===== config.mk =====
export PLATFORM = sky130hd
export DESIGN_NAME = product_term_array_flat
export DESIGN_NICKNAME = d
export VERILOG_FILES = /design/src/rtl/product_term_array_if.sv /design/src/rtl/product_term_array.sv /design/src/flat_wrapper.sv
export SDC_FILE = /design/constraint.sdc
export NUM_CORES = 1
export LEC_CHECK = 0
export BUFFER_PORTS_ARGS = -buffer_cell sky130_fd_sc_hd__buf_2
export CAP_MARGIN = 20
export CORE_MARGIN = 8
export CORE_UTILIZATION = 40
export DETAILED_ROUTE_END_ITERATION = 16
export GPL_ROUTABILITY_DRIVEN = 0
export MAX_ROUTING_LAYER = met4
export PLACE_DENSITY_LB_ADDON = 0.05
export REMOVE_ABC_BUFFERS = 1
export SLEW_MARGIN = 20
export SYNTH_ARGS = -nofsm -noshare
export SYNTH_HDL_FRONTEND = slang
export SYNTH_SLANG_ARGS = --single-unit

===== constraint.sdc =====
create_clock -name clk -period 1.4 [get_ports clk]
set_clock_uncertainty 0.05 [all_clocks]
set_input_delay 0.28 -clock clk [delete_from_list [all_inputs] [get_ports clk]]
set_output_delay 0.28 -clock clk [all_outputs]
set_load 0.03 [all_outputs]

===== src/rtl/product_term_array_if.sv =====
// Configuration and evaluation bundle of the product-term array.
// The master side loads the bitstream and drives the array inputs; the slave side is the array.
interface product_term_array_if #(
  parameter int N_IN = 3,
  parameter int N_PT = 2
);
  logic            cfg_start;
  logic            cfg_valid;
  logic            cfg_bit;
  logic            cfg_ready;
  logic            cfg_out;
  logic            cfg_done;
  logic [N_IN-1:0] in;
  logic [N_PT-1:0] pt_out;
  logic            pt_valid;

  modport master (
    output cfg_start, cfg_valid, cfg_bit, in,
    input  cfg_ready, cfg_out, cfg_done, pt_out, pt_valid
  );

  modport slave (
    input  cfg_start, cfg_valid, cfg_bit, in,
    output cfg_ready, cfg_out, cfg_done, pt_out, pt_valid
  );
endinterface


===== src/rtl/product_term_array.sv =====
// Serially configured AND-array for the macrocell model: a shift chain holds true/complement
// literal connections per term, and all terms are evaluated and registered every cycle once loaded.
module product_term_array #(
  parameter int N_IN         = 3,
  parameter int N_PT         = 2,
  parameter bit EMPTY_PT_VAL = 1'b0
) (
  input  logic                 clk,
  input  logic                 rst,
  product_term_array_if.slave  bus
);

  localparam int CFG_BITS = N_PT * 2 * N_IN;
  localparam int CNT_W    = $clog2(CFG_BITS + 1);

  typedef enum logic [1:0] {
    IDLE   = 2'd0,
    LOAD   = 2'd1,
    ACTIVE = 2'd2
  } state_e;

  state_e              state_q;
  logic [CFG_BITS-1:0] cfg_q;
  logic [CNT_W-1:0]    cnt_q;
  logic                cfg_ready_q;
  logic                cfg_done_q;
  logic                cfg_out_q;
  logic [N_PT-1:0]     pt_out_q;
  logic                pt_valid_q;
  logic [N_PT-1:0]     pt_eval_d;
  logic                term_acc;
  logic                term_hit;

  // A term with no connected literal falls back to EMPTY_PT_VAL instead of a vacuous 1.
  always_comb begin
    // NOTE: every variable gets a default before the loops, so no path leaves a stale value (no latch).
    pt_eval_d = '0;
    term_acc  = 1'b1;
    term_hit  = 1'b0;
    for (int p = 0; p < N_PT; p++) begin
      // NOTE: blocking assignments here so the accumulator updates sequentially within the loop.
      term_acc = 1'b1;
      term_hit = 1'b0;
      for (int i = 0; i < N_IN; i++) begin
        if (cfg_q[p*2*N_IN + 2*i]) begin
          term_acc = term_acc & bus.in[i];
          term_hit = 1'b1;
        end
        if (cfg_q[p*2*N_IN + 2*i + 1]) begin
          term_acc = term_acc & ~bus.in[i];
          term_hit = 1'b1;
        end
      end
      pt_eval_d[p] = term_hit ? term_acc : EMPTY_PT_VAL;
    end
  end

  always_ff @(posedge clk) begin
    if (rst) begin
      // NOTE: the config chain is a small flop register, so clearing it on reset is cheap and
      // guarantees a partial load leaves no residue in the readback stream.
      state_q     <= IDLE;
      cfg_q       <= '0;
      cnt_q       <= '0;
      cfg_ready_q <= 1'b0;
      cfg_done_q  <= 1'b0;
      cfg_out_q   <= 1'b0;
      pt_out_q    <= '0;
      pt_valid_q  <= 1'b0;
    end else begin
      unique case (state_q)
        IDLE: begin
          if (bus.cfg_start) begin
            state_q     <= LOAD;
            cnt_q       <= '0;
            cfg_ready_q <= 1'b1;
          end
        end
        LOAD: begin
          // A restart wins over a coincident bit, which is dropped.
          if (bus.cfg_start) begin
            cnt_q <= '0;
          end else if (bus.cfg_valid) begin
            cfg_q     <= {bus.cfg_bit, cfg_q[CFG_BITS-1:1]};
            cfg_out_q <= cfg_q[0];
            cnt_q     <= cnt_q + CNT_W'(1);
            if (cnt_q == CNT_W'(CFG_BITS - 1)) begin
              state_q     <= ACTIVE;
              cfg_done_q  <= 1'b1;
              cfg_ready_q <= 1'b0;
            end
          end
        end
        ACTIVE: begin
          if (bus.cfg_start) begin
            state_q     <= LOAD;
            cnt_q       <= '0;
            cfg_ready_q <= 1'b1;
            cfg_done_q  <= 1'b0;
            pt_valid_q  <= 1'b0;
            pt_out_q    <= '0;
          end else begin
            pt_out_q   <= pt_eval_d;
            pt_valid_q <= 1'b1;
          end
        end
        default: begin
          state_q     <= IDLE;
          cfg_ready_q <= 1'b0;
          cfg_done_q  <= 1'b0;
          pt_out_q    <= '0;
          pt_valid_q  <= 1'b0;
        end
      endcase
    end
  end

  assign bus.cfg_ready = cfg_ready_q;
  assign bus.cfg_done  = cfg_done_q;
  assign bus.cfg_out   = cfg_out_q;
  assign bus.pt_out    = pt_out_q;
  assign bus.pt_valid  = pt_valid_q;

endmodule


===== src/flat_wrapper.sv =====
// flat-port wrapper written by rule: the top's interface ports become plain ports
module product_term_array_flat 
#(
  parameter int N_IN         = 3,
  parameter int N_PT         = 2,
  parameter bit EMPTY_PT_VAL = 1'b0
)
  (clk, rst, bus_cfg_start, bus_cfg_valid, bus_cfg_bit, bus_in, bus_cfg_ready, bus_cfg_out, bus_cfg_done, bus_pt_out, bus_pt_valid);
  product_term_array_if #(.N_IN(N_IN), .N_PT(N_PT)) bus_i ();
  input  logic clk;
  input  logic rst;
  input wire logic [$bits(bus_i.cfg_start)-1:0] bus_cfg_start;
  input wire logic [$bits(bus_i.cfg_valid)-1:0] bus_cfg_valid;
  input wire logic [$bits(bus_i.cfg_bit)-1:0] bus_cfg_bit;
  input wire logic [$bits(bus_i.in)-1:0] bus_in;
  output wire logic [$bits(bus_i.cfg_ready)-1:0] bus_cfg_ready;
  output wire logic [$bits(bus_i.cfg_out)-1:0] bus_cfg_out;
  output wire logic [$bits(bus_i.cfg_done)-1:0] bus_cfg_done;
  output wire logic [$bits(bus_i.pt_out)-1:0] bus_pt_out;
  output wire logic [$bits(bus_i.pt_valid)-1:0] bus_pt_valid;
  assign bus_i.cfg_start = bus_cfg_start;
  assign bus_i.cfg_valid = bus_cfg_valid;
  assign bus_i.cfg_bit = bus_cfg_bit;
  assign bus_i.in = bus_in;
  assign bus_cfg_ready = bus_i.cfg_ready;
  assign bus_cfg_out = bus_i.cfg_out;
  assign bus_cfg_done = bus_i.cfg_done;
  assign bus_pt_out = bus_i.pt_out;
  assign bus_pt_valid = bus_i.pt_valid;
  product_term_array #(.N_IN(N_IN), .N_PT(N_PT), .EMPTY_PT_VAL(EMPTY_PT_VAL)) u_core (.clk(clk), .rst(rst), .bus(bus_i));
endmodule

==> flow_metrics.env <==
export IMPL_area_growth_syn_to_layout_pct=18.0
export IMPL_hold_path_class="in -> reg"
export IMPL_ys_seq_area_share_pct=45.7
export IMPL_netlist_instances=122
export IMPL_place_hpwl_um=1500
export IMPL_chipHeight_um=67.3
export IMPL_r2r_start="u_core.cnt_q[0]"
export IMPL_final_max_slew_violation_count=0
export IMPL_hold_violations=0
export IMPL_path_clk_slew_ns=0.13
export IMPL_fillers=269
export IMPL_h_tree_depth=1
export IMPL_cts_path_max_buffers=2
export IMPL_drv_cap=0
export IMPL_regToRegSetupSlack_ns=0.09
export IMPL_crit_fanout=3
export IMPL_crit_path_start_kind="flop"
export IMPL_cts_root_buffer_cell="clkbuf_4"
export IMPL_hold_depth=3
export IMPL_fin_crit_sh_pct=93.6
export IMPL_vias_per_cell=5.01
export IMPL_multi_input_area_um2=556
export IMPL_grt_pass1_vias=836
export IMPL_finalNetCount=148
export IMPL_row_count=18
export IMPL_dieArea_um2=4520
export IMPL_synth_area_um2=1050
export IMPL_avgRoutedWirePerCell_um=12.2
export IMPL_tritoncts="yes"
export IMPL_min_to="u_core.cfg_q[11]"
export IMPL_total_power_uw=1290
export IMPL_synth_top_cell_area_share_pct=45.7
export IMPL_regArea_um2=483
export IMPL_antenna_found_initial=0
export IMPL_worstSetupEndpointType="flop"
export IMPL_period_needed_ns=1.31
export IMPL_numCtsBuffers=3
export IMPL_timing_fmax_ghz=0.763
export IMPL_grt_overflow=0
export IMPL_clock_sinks=24
export IMPL_cp_data_arrival_time_ns=1.50
export IMPL_rr_worst_depth=5
export IMPL_drc=0
export IMPL_grt_pass1_wl_um=3550
export IMPL_io_pins=14
export IMPL_die_w_um=67.3
export IMPL_crit_type="reg -> reg"
export IMPL_io_buffer_count=13
export IMPL_drtIter0Drc=24
export IMPL_syn_area_per_cell_um2=8.61
export IMPL_start_util_pct=42.4
export IMPL_tightestPinTransition_ns=0.292
export IMPL_timing_rr_end="u_core.state_q[0]"
export IMPL_dr_pass1_iters=4
export IMPL_rsz0062_at_grt="true"
export IMPL_setup_viol=0
export IMPL_layout_drive_gt1_share_pct=25.4
export IMPL_ys_types=28
export IMPL_placedCellCount=164
export IMPL_power_density_nw_per_um2=1040
export IMPL_postCtsSetupRepairBufs=0
export IMPL_status="finished clean"
export IMPL_coreArea_um2=2480
export IMPL_ys_ff_latch=24
export IMPL_grt_start_max_net_pins=16
export IMPL_yosys_top_cells_area="dfxtp_1 (46%), nand2_1 (11%), a21oi_1 (9.0%)"
export IMPL_yosysTopAreaCell="dfxtp_1"
export IMPL_fin_cells=168
export IMPL_antenna_left=0
export IMPL_cp_data_required_time_ns=1.59
export IMPL_min_from="bus_cfg_bit"
export IMPL_leakage_uw=0.000499
export IMPL_yosys_warnings=0
export IMPL_routed_wl_um=2040
export IMPL_hold_worst_slack_ns=0.137
export IMPL_grt_use_total_pct=10.1
export IMPL_antenna_cells=0
export IMPL_ir_drop_uv=658
export IMPL_utilization_pct=50.1
export IMPL_maxSlewHeadroom_pct=80.5
export IMPL_route_vias_total=841
export IMPL_clk_latency_ns=0.31
[placed cells by master (no fill, tap or decap)]
| cell | synthesis | routed |
|---|---|---|
| a211oi_2 | 0 | 1 |
| a21o_1 | 1 | 1 |
| a21oi_1 | 19 | 19 |
| and3b_1 | 2 | 1 |
| and3b_2 | 0 | 1 |
| buf_12 | 0 | 1 |
| buf_2 | 0 | 13 |
| buf_4 | 2 | 3 |
| bufinv_16 | 0 | 1 |
| clkbuf_4 | 0 | 3 |
| dfxtp_1 | 24 | 22 |
| dfxtp_2 | 0 | 2 |
| ha_1 | 1 | 1 |
| inv_2 | 0 | 1 |
| mux2i_1 | 7 | 7 |
| nand2_1 | 31 | 31 |
| nand2b_1 | 1 | 1 |
| nand2b_2 | 2 | 2 |
| nand3_1 | 3 | 3 |
| nor2_1 | 7 | 7 |
| nor2_2 | 1 | 1 |
| nor2b_1 | 1 | 1 |
| nor2b_2 | 1 | 1 |
| nor2b_4 | 1 | 1 |
| nor3b_1 | 1 | 1 |
| o21ai_1 | 2 | 2 |
| o221ai_4 | 0 | 1 |
| o31ai_1 | 2 | 1 |
| o31ai_2 | 0 | 1 |
| or2_2 | 1 | 1 |
| or3b_4 | 1 | 1 |
| or4_1 | 2 | 2 |
| xnor2_1 | 3 | 3 |
[worst max-delay path by stage]
stage / endpoint / depth (start not counted) / from / slack (ns)
final: u_core.state_q[0] / 5 / u_core.cnt_q[0] / 0.09
after global placement: u_core.state_q[0] / 5 / u_core.cnt_q[0] / 0.05
after global routing: u_core.bus.cfg_done / 5 / u_core.cnt_q[0] / -0.006
after floorplan: u_core.state_q[0] / 5 / u_core.cnt_q[0] / 0.16
after CTS: u_core.state_q[0] / 5 / u_core.cnt_q[0] / 0.02
after detailed placement: u_core.state_q[0] / 5 / u_core.cnt_q[0] / 0.06
[area by class of cell]
| type | count | share of cell area, % |
|---|---|---|
| Tap cell | 30 | 3.03 |
| Inverter | 1 | 0.303 |
| Clock inverter | 1 | 2.42 |
| Sequential cell | 24 | 39.0 |
| Clock buffer | 3 | 1.82 |
| Multi-Input combinational cell | 92 | 44.8 |
| Timing Repair Buffer | 17 | 8.68 |
[critical path, cell delays in order (launching register included)]
cell and delay, ns:
dfxtp_2 0.35, ha_1 0.20, and3b_2 0.23, o221ai_4 0.17, inv_2 0.05, a211oi_2 0.19
[metal layers]
metal / up-vias / part of all wire [%] / track usage [%]
li1: 445 / - / -
met1: 382 / 47 / 11.9
met2: 12 / 48 / 16.6
met3: 2 / 4.5 / 2.15
met4: 0 / 0.59 / 3.92
met5: - / 0 / -
[state kept, by name, summed over array words and instances, names as in the netlist]
register,count
u_core.bus.cfg_done,1
u_core.bus.cfg_out,1
u_core.bus.cfg_ready,1
u_core.bus.pt_out,2
u_core.bus.pt_valid,1
u_core.cfg_q,12
u_core.cnt_q,4
u_core.state_q,2
[cells in the mapped netlist, drive strengths merged]
master / n
o221ai: 1
dfxtp: 24
nand2: 31
clkbuf: 2
nor2b: 3
or2: 1
nand3: 3
mux2i: 7
ha: 1
o21ai: 2
a21oi: 19
or4: 2
and3b: 2
nor3b: 1
nand2b: 3
or3b: 1
xnor2: 3
o31ai: 2
buf: 3
inv: 1
nor2: 8
a211oi: 1
a21o: 1
[cells by family (layout without fill, tap and decap cells)]
family                     after synthesis  after routing  synth area share [%]
DFF                                     24             24                  45.7
AOI/OAI and AO/OA                       26             26                  14.3
buffers and inverters                    6             22                  3.57
xor gates and xnor gates                 3              3                  2.50
and+or+nand+nor                         55             55                  26.1
muxes                                    7              7                  6.67
adders and majority gates                1              1                  1.19
[timing repair]
action                                  4_1_cts  5_1_grt
hold buffers                                  0        0
endpoints found under the setup margin        0        9
resized for setup                             0        7
[where the power goes]
group	total [µW]	leakage, µW	switching [µW]	internal [µW]
combinational	93.7	0.000276	53.8	39.9
sequential	702	0.000195	9.77	692
clock	492	0.0000279	202	289
[stage by stage]
step / area, µm² / setup TNS [ns] / setup slack, ns
3_3_place_gp: 1160 / 0 / 0.0536
4_1_cts: 1210 / 0 / 0.0220
6_report: 1240 / 0 / 0.0899
5_1_grt: 1240 / -0.00553 / -0.00553
2_1_floorplan: 1020 / 0 / 0.157
3_5_place_dp: 1160 / 0 / 0.0576
No activity file was read; power rests on OpenSTA's default activity.
